$ cat src/rtl/mem_pkg.sv
`default_nettype none
// ----------------------------------------------------------------------
// mem_pkg : shared types and dmem op codes for mem_access_unit (rev 1.0)
// ----------------------------------------------------------------------
package mem_pkg;

  typedef enum logic [1:0] {
    BYTE = 2'b00,
    HALF = 2'b01,
    WORD = 2'b10,
    ILL  = 2'b11
  } size_e;

  typedef enum logic [1:0] {
    IDLE = 2'b00,
    ACC0 = 2'b01,
    ACC1 = 2'b10,
    RESP = 2'b11
  } mau_state_e;

  localparam logic [1:0] OP_RAW   = 2'b01;
  localparam logic [1:0] OP2_NONE = 2'b00;

endpackage
`default_nettype wire

$ cat src/rtl/lane_align.sv
`default_nettype none
// ----------------------------------------------------------------------
// lane_align : byte-lane masks/shifts for stores, extract+extend for loads
// rev 1.0
// ----------------------------------------------------------------------
module lane_align
  import mem_pkg::*;
(
  input  size_e       size,
  input  logic [1:0]  off,
  input  logic [31:0] wdata,
  input  logic        sgn,
  input  logic [63:0] rd64,
  output logic [7:0]  m8,
  output logic [63:0] d64,
  output logic [31:0] result
);

  logic [31:0] shifted;

  always_comb begin
    m8      = 8'h00;
    d64     = {32'h0, wdata} << {off, 3'b000};
    shifted = 32'(rd64 >> {off, 3'b000});
    result  = 32'h0;
    case (size)
      BYTE: begin
        m8     = 8'b0000_0001 << off;
        result = {{24{sgn & shifted[7]}}, shifted[7:0]};
      end
      HALF: begin
        m8     = 8'b0000_0011 << off;
        result = {{16{sgn & shifted[15]}}, shifted[15:0]};
      end
      WORD: begin
        m8     = 8'b0000_1111 << off;
        result = shifted;
      end
      default: begin
        m8     = 8'h00;
        result = 32'h0;
      end
    endcase
  end

endmodule
`default_nettype wire

$ cat src/rtl/mem_access_unit.sv
`default_nettype none
// ----------------------------------------------------------------------
// mem_access_unit : load/store sequencer between controller and dmem
// rev 1.0
// ----------------------------------------------------------------------
module mem_access_unit
  import mem_pkg::*;
#(
  parameter int AW = 32,
  parameter int DW = 32
) (
  input  logic          clk,
  input  logic          reset_n,
  input  logic          req,
  output logic          ready,
  input  logic          wr,
  input  logic [1:0]    size,
  input  logic          sgn,
  input  logic [AW-1:0] addr,
  input  logic [DW-1:0] wdata,
  output logic          done,
  output logic [DW-1:0] rdata,
  output logic          err,
  output logic          mem_we,
  output logic [AW-1:0] mem_a,
  output logic [3:0]    mem_be,
  output logic [DW-1:0] mem_wd,
  output logic [1:0]    mem_op,
  output logic [1:0]    mem_op2,
  input  logic [DW-1:0] mem_rd
);

  mau_state_e    state, state_nx;
  logic          wr_q, sgn_q, err_q;
  size_e         size_q;
  logic [AW-1:0] addr_q, word_a;
  logic [DW-1:0] wdata_q, lo, rdata_q, result;
  logic [7:0]    m8;
  logic [63:0]   d64, rd64;
  logic          split;

  assign word_a = {addr_q[AW-1:2], 2'b00};
  assign split  = |m8[7:4];
  // During ACC1 the live dmem word is the high half; otherwise the access fits in one word.
  assign rd64   = (state == ACC1) ? {mem_rd, lo} : {32'h0, mem_rd};

  lane_align u_lane_align (
    .size   (size_q),
    .off    (addr_q[1:0]),
    .wdata  (wdata_q),
    .sgn    (sgn_q),
    .rd64   (rd64),
    .m8     (m8),
    .d64    (d64),
    .result (result)
  );

  always_comb begin
    state_nx = state;
    mem_we   = 1'b0;
    mem_a    = '0;
    mem_be   = 4'h0;
    mem_wd   = '0;
    case (state)
      IDLE: if (req) state_nx = (size_e'(size) == ILL) ? RESP : ACC0;
      ACC0: begin
        state_nx = split ? ACC1 : RESP;
        mem_we   = wr_q;
        mem_a    = word_a;
        mem_be   = m8[3:0];
        mem_wd   = d64[31:0];
      end
      ACC1: begin
        state_nx = RESP;
        mem_we   = wr_q;
        mem_a    = word_a + AW'(4);
        mem_be   = m8[7:4];
        mem_wd   = d64[63:32];
      end
      RESP:    state_nx = IDLE;
      default: state_nx = IDLE;
    endcase
  end

  always_ff @(posedge clk or negedge reset_n) begin
    if (!reset_n) begin
      state   <= IDLE;
      wr_q    <= 1'b0;
      sgn_q   <= 1'b0;
      size_q  <= BYTE;
      addr_q  <= '0;
      wdata_q <= '0;
      lo      <= '0;
      rdata_q <= '0;
      err_q   <= 1'b0;
    end else begin
      state <= state_nx;
      case (state)
        IDLE: begin
          if (req) begin
            wr_q    <= wr;
            sgn_q   <= sgn;
            size_q  <= size_e'(size);
            addr_q  <= addr;
            wdata_q <= wdata;
            err_q   <= (size_e'(size) == ILL);
            if (size_e'(size) == ILL) rdata_q <= '0;
          end
        end
        ACC0: begin
          lo <= mem_rd;
          if (!split && !wr_q) rdata_q <= result;
        end
        ACC1: if (!wr_q) rdata_q <= result;
        default: ;
      endcase
    end
  end

  assign ready   = (state == IDLE);
  assign done    = (state == RESP);
  assign err     = done & err_q;
  assign rdata   = rdata_q;
  assign mem_op  = OP_RAW;
  assign mem_op2 = OP2_NONE;

endmodule
`default_nettype wire
$ cat config.mk
export PLATFORM = sky130hd
export DESIGN_NAME = mem_access_unit
export DESIGN_NICKNAME = d
export VERILOG_FILES = /design/src/rtl/mem_pkg.sv /design/src/rtl/lane_align.sv /design/src/rtl/mem_access_unit.sv
export SDC_FILE = /design/constraint.sdc
export NUM_CORES = 1
export LEC_CHECK = 0
export CAP_MARGIN = 40
export CORE_MARGIN = 4
export CORE_UTILIZATION = 52
export DETAILED_ROUTE_END_ITERATION = 10
export PLACE_DENSITY = 0.82
export SKIP_LAST_GASP = 1
export SYNTH_ARGS = -nofsm -noshare
export SYNTH_HDL_FRONTEND = slang
export SYNTH_HIERARCHICAL = 1
export SYNTH_SLANG_ARGS = --single-unit
$ cat constraint.sdc
create_clock -name clk -period 3.3 [get_ports clk]
set_clock_uncertainty 0.15 [all_clocks]
set_input_delay 0.66 -clock clk [delete_from_list [all_inputs] [get_ports clk]]
set_output_delay 0.66 -clock clk [all_outputs]
set_load 0.02 [all_outputs]
==> qor.txt, run 1 <==
endpoint class of the critical path -> output pin
dpl cells -> 1391
vias per cell -> 5.91
Worst path slowest cell -> dfrtp_1
Starting Density -> 0.536
P per Cell Area -> 1070 nW/µm²
row cnt -> 49
Worst R2R Setup Slack -> 0.22 ns
unrepaired setup endpoints after global routing -> yes
Crit Reg-Reg Endpoint -> rdata[28]
slowest stage delay, CP -> 0.42 ns
crit-path cells -> nand3_2, buf_4, nor4_4, nand2_1, o41ai_1, dlygate4sd2_1
largest net degree at the start of global routing -> 92
Layout Nets -> 1303
Clk Latency, worst-skew pair -> 0.42 ns
final period utilization -> 0.981
Clk pin slew, worst setup/hold paths -> 0.06 ns
drt first pass iters -> 6
via count -> 8455
CP Launch Point -> addr_q[3]
Arr. time, crit path -> 2.43 ns
fin cells -> 1431
cells on worst reg2reg path -> 10
initial antenna violation count -> 1
final hold viol count -> 0
status -> completed
Congestion Overflow GR -> 0
share of cells above drive strength 1 -> 0.255
Slew headroom -> 0.499
worst vdd ir -> 0.541 mV
Routed WL per cell -> 19.3 µm
Crit. path cell count -> 6
Die Y -> 145 µm
slew of the pin with the lowest slew margin -> 0.751 ns
TNS Setup -> 0 ns
reg2reg start -> size_q[0]
Routed Antenna Nets -> 0
P&R area growth vs syn -> 31.5%
Die X -> 145 µm
leakage power total -> 5.89 nW
Worst Hold Class -> input pin to asynchronous set/reset pin
Max H-tree Level -> 4
first-pass GRT wire length -> 44000 µm
Min Hold Slack -> 0.106 ns
CP bufs+invs -> 2
crit-path max FO -> 7
routability cong. -> 0.874
Setup Crit Path Kind -> flip-flop to output pin
CTS buffer count -> 17
Synth Cell Area -> 9720 µm²
CTS tree -> yes
Setup crit end -> mem_a[25]
yosys warns -> 6
Remaining DRCs -> 0
Sink Count -> 135
CP Launch Type -> flip-flop
Period minus WS final -> 3.24 ns
Max-cap violations -> 0
post-synthesis area per instance -> 9.76 µm²
critical path's top delay family -> simple AND/OR/NAND/NOR gates
total track usage -> 0.263
f_max -> 309 MHz
Core ar. -> 18100 µm²
WP data required -> 2.49 ns
Slew Limit Fails -> 0
IO Port Bufs -> 204
vias in the first global route -> 8368
Ports -> 211
Die ar. -> 20900 µm²
clock root buffer -> clkbuf_16
Max Buffers Root-to-Sink -> 2
Post-DP HPWL -> 19100 µm
Finish-stage setup viols -> 0
Routed WL -> 27700 µm
Starting DRT DRC Count -> 513
Mapped Cells -> 996
# diodes -> 0
## placed cells by master (no fill, tap or decap), types with 10 or more instances in the layout
cell type        count
a211oi_1            15
clkbuf_16           18
nand3_1             19
buf_4               46
and2_1              37
nand3_2             12
o21ai_0             24
nand2_1             81
clkdlybuf4s50_1    151
dfrtp_1            132
a31oi_1             13
conb_1              15
mux2i_1             70
a21oi_1             29
nor3_1              10
nor2_1              67
dlymetal6s2s_1      28
a22oi_1             38
nor2b_1             20
inv_1               40
mux4_2              17
mux2_2             143
## registers in the layout, indices dropped and copies added, names as in the netlist
| name | count |
|---|---|
| lo | 32 |
| size_q | 2 |
| err_q | 1 |
| wr_q | 1 |
| addr_q | 32 |
| state | 2 |
| sgn_q | 1 |
| rdata | 32 |
| wdata_q | 32 |
## what timing repair did
| action | in CTS | in global routing |
|---|---|---|
| pin swaps | 0 | 1 |
| gates cloned | 0 | 1 |
| buffers inserted | 4 | 3 |
| resized for setup | 43 | 70 |
| hold buffers | 0 | 0 |
| setup endpoints to repair | 58 | 60 |
## where the power goes
group / internal [mW] / switching, mW / leakage (nW)
registers: 2.43 / 0.726 / 1.65
clock network: 1.04 / 0.784 / 0.258
logic: 4.04 / 4.61 / 3.99
## per-stage QoR
| stage | setup slack (ns) | utilization | cell area (µm²) | total power, mW |
|---|---|---|---|---|
| CTS | -0.227 | 0.697 | 12600 | 13.5 |
| global placement | 0.173 | 0.664 | 12100 | 11.4 |
| floorplan | 0.243 | - | 9770 | 8.96 |
| detailed placement | 0.103 | 0.664 | 12100 | 11.6 |
| global route | -0.0394 | 0.704 | 12800 | 14.6 |
| finish | 0.0639 | 0.704 | 12800 | 13.6 |
## metal layers
metal	track usage	share of wire	vias up
met2	0.407	0.48	379
li1	-	-	3951
met3	0.0651	0.078	55
met4	0.0761	0.023	2
met1	0.368	0.42	4068
met5	0	0.00029	-
## cell type report
cell class / count / area, µm²
repair buffers: 260 / 2570
inverters: 42 / 158
well taps: 229 / 287
clock buffers: 18 / 429
clock inverters: 14 / 130
multi-input cells: 733 / 5820
fillers: 1380 / 5370
flip-flops and latches: 135 / 3390
## worst min-delay path by stage
| stage | endpoint | from |
|---|---|---|
| 2_1_floorplan | addr_q[0] | reset_n |
| 3_3_place_gp | err_q | err_q |
| 3_5_place_dp | err_q | err_q |
| 4_1_cts | wdata_q[28] | reset_n |
| 5_1_grt | wdata_q[12] | reset_n |
| 6_report | wdata_q[12] | reset_n |
Power figures use the tool's default switching activity.
==> run 2: changes to the inputs <==
--- a/config.mk
+++ b/config.mk
@@ -5,7 +5,7 @@
 export SDC_FILE = /design/constraint.sdc
 export NUM_CORES = 1
 export LEC_CHECK = 0
-export CAP_MARGIN = 40
+export CAP_MARGIN = 20
 export CORE_MARGIN = 4
 export CORE_UTILIZATION = 52
 export DETAILED_ROUTE_END_ITERATION = 10
@@ -15,3 +15,4 @@
 export SYNTH_HDL_FRONTEND = slang
 export SYNTH_HIERARCHICAL = 1
 export SYNTH_SLANG_ARGS = --single-unit
+export TNS_END_PERCENT = 20
==> run 2 against run 1 <==
  * The run now ends with negative setup slack left
  * Worst hold slack got worse by 0.0035 ns
  * Utilization decreased by 0.50 points
  * Combinational power decreased by 0.7%
  * Cell count decreased by 0.35%
  * Wire length decreased by 1.9%
  * Critical path type unchanged
==> qor.txt, run 2 (synthesis results as in run 1) <==
Starting DRT DRC Count -> 564
row cnt -> 49
CTS hold repair buffers -> 0
via count -> 8368
Max Buffers Root-to-Sink -> 2
most common cell after layout, fill and taps aside -> clkdlybuf4s50_1
final hold viol count -> 0
f_max -> 289 MHz
met2 usage in global routing -> 0.401
filler cell count -> 1388
leakage power total -> 5.52 nW
CTS buffer count -> 17
crit-path max FO -> 10
Congestion Overflow GR -> 0
final period utilization -> 1.05
vias per cell -> 5.87
largest net degree at the start of global routing -> 92
Starting Density -> 0.536
Post-DP HPWL -> 19100 µm
# diodes -> 0
Routed WL -> 27200 µm
most frequent cells in the layout -> clkdlybuf4s50_1, mux2_2, dfrtp_1
Core ar. -> 18100 µm²
dpl cells -> 1391
Ports -> 211
CTS tree -> yes
IO Port Bufs -> 204
Slew Limit Fails -> 0
fin cells -> 1426
Die ar. -> 20900 µm²
critical path's top delay family -> buffers and inverters
status -> finished, violations left
crit-path cells -> inv_1, ha_1, buf_4, and2_2, buf_4, a31oi_1, a31oi_1, clkdlybuf4s50_1
fin worst setup slack -> -0.156 ns
drt first pass iters -> 5
total track usage -> 0.261
share of cells above drive strength 1 -> 0.239
Die X -> 145 µm
clock root buffer -> clkbuf_16
routability cong. -> 0.874
Power Total -> 13.6 mW
Slew headroom -> 0.505
Arr. time, crit path -> 2.65 ns
P&R area growth vs syn -> 30.5%
violated checks -> negative setup slack
slew of the pin with the lowest slew margin -> 0.740 ns
Sink Count -> 135
Routed Antenna Nets -> 0
vias in the first global route -> 8317
Max H-tree Level -> 4
routing usage on met1 -> 0.367
Clk Latency, worst-skew pair -> 0.42 ns
Finish-stage setup viols -> 6
CP bufs+invs -> 4
Routed WL per cell -> 19.0 µm
slowest stage delay, CP -> 0.63 ns
grt met3 use -> 0.0651
Die Y -> 145 µm
Setup Crit Path Kind -> flip-flop to output pin
WP data required -> 2.49 ns
Max-cap violations -> 0
Worst Hold Class -> input pin to asynchronous set/reset pin
P per Cell Area -> 1070 nW/µm²
Layout Nets -> 1298
initial antenna violation count -> 1
worst vdd ir -> 0.582 mV
CP Launch Type -> flip-flop
Worst path slowest cell -> clkdlybuf4s50_1
Remaining DRCs -> 0
GRT Max-Usage Layer -> met2
Clk pin slew, worst setup/hold paths -> 0.06 ns
Period minus WS final -> 3.46 ns
unrepaired setup endpoints after global routing -> yes
endpoint class of the critical path -> output pin
first-pass GRT wire length -> 43700 µm
## run 2: worst register-to-register path, delay by kind of cell (launching register included)
| kind | cells | cell delay, ns |
|---|---|---|
| simple gates | 3 | 0.89 |
| mux | 2 | 0.58 |
| flops | 1 | 0.40 |
| buf+inv | 2 | 0.39 |
| fa+ha+maj | 1 | 0.34 |
| compound gates | 2 | 0.24 |
## run 2: repair_timing
action / in CTS / in global routing
setup buffers: 0 / 3
setup endpoints to repair: 58 / 62
resized for setup: 26 / 15
## run 2: cell type report
type	count	area, µm²	area share
clock buffers	18	429	0.0338
clock inverters	14	130	0.0103
inverters	42	158	0.0124
multi-input cells	733	5790	0.456
flip-flops and latches	135	3390	0.267
well taps	229	287	0.0226
repair buffers	255	2510	0.198
## run 2: routing by layer
layer | routed length, µm | vias to the layer above | share of wire
met5 | 8 | - | 0.00029
met4 | 627 | 2 | 0.023
met3 | 1920 | 50 | 0.071
met2 | 12700 | 338 | 0.47
met1 | 11900 | 4043 | 0.44
li1 | - | 3935 | -
## run 2: power by group
group	total, mW	internal (mW)	switching (mW)
Sequential	3.15	2.43	0.720
Combinational	8.60	4.05	4.55
Clock	1.82	1.04	0.783
Total	13.6	7.52	6.05
## run 2: worst paths after layout
| path | cells past startpoint | end | start | slack (ns) |
|---|---|---|---|---|
| worst max-delay path | 8 | mem_a[24] | state[1] | -0.16 |
| worst min-delay path | 1 | wdata_q[12] | reset_n | 0.10 |
| worst max register to register | 10 | rdata[28] | size_q[0] | 0.22 |
| worst min register to register | 2 | err_q | err_q | 0.34 |
| max in group asynchronous | 2 | rdata[25] | reset_n | 2.15 |
| min in group clk | 2 | err_q | err_q | 0.34 |
## run 2: stage by stage
stage	util	setup slack (ns)	hold WS (ns)	instance area, µm²	TNS, ns
2_1_floorplan	-	0.243	0.214	9770	0
3_3_place_gp	0.664	0.173	0.327	12100	0
3_5_place_dp	0.664	0.103	0.323	12100	0
4_1_cts	0.696	-0.227	0.152	12600	-4.46
5_1_grt	0.699	-0.325	0.167	12700	-4.88
6_report	0.699	-0.156	0.103	12700	-0.466
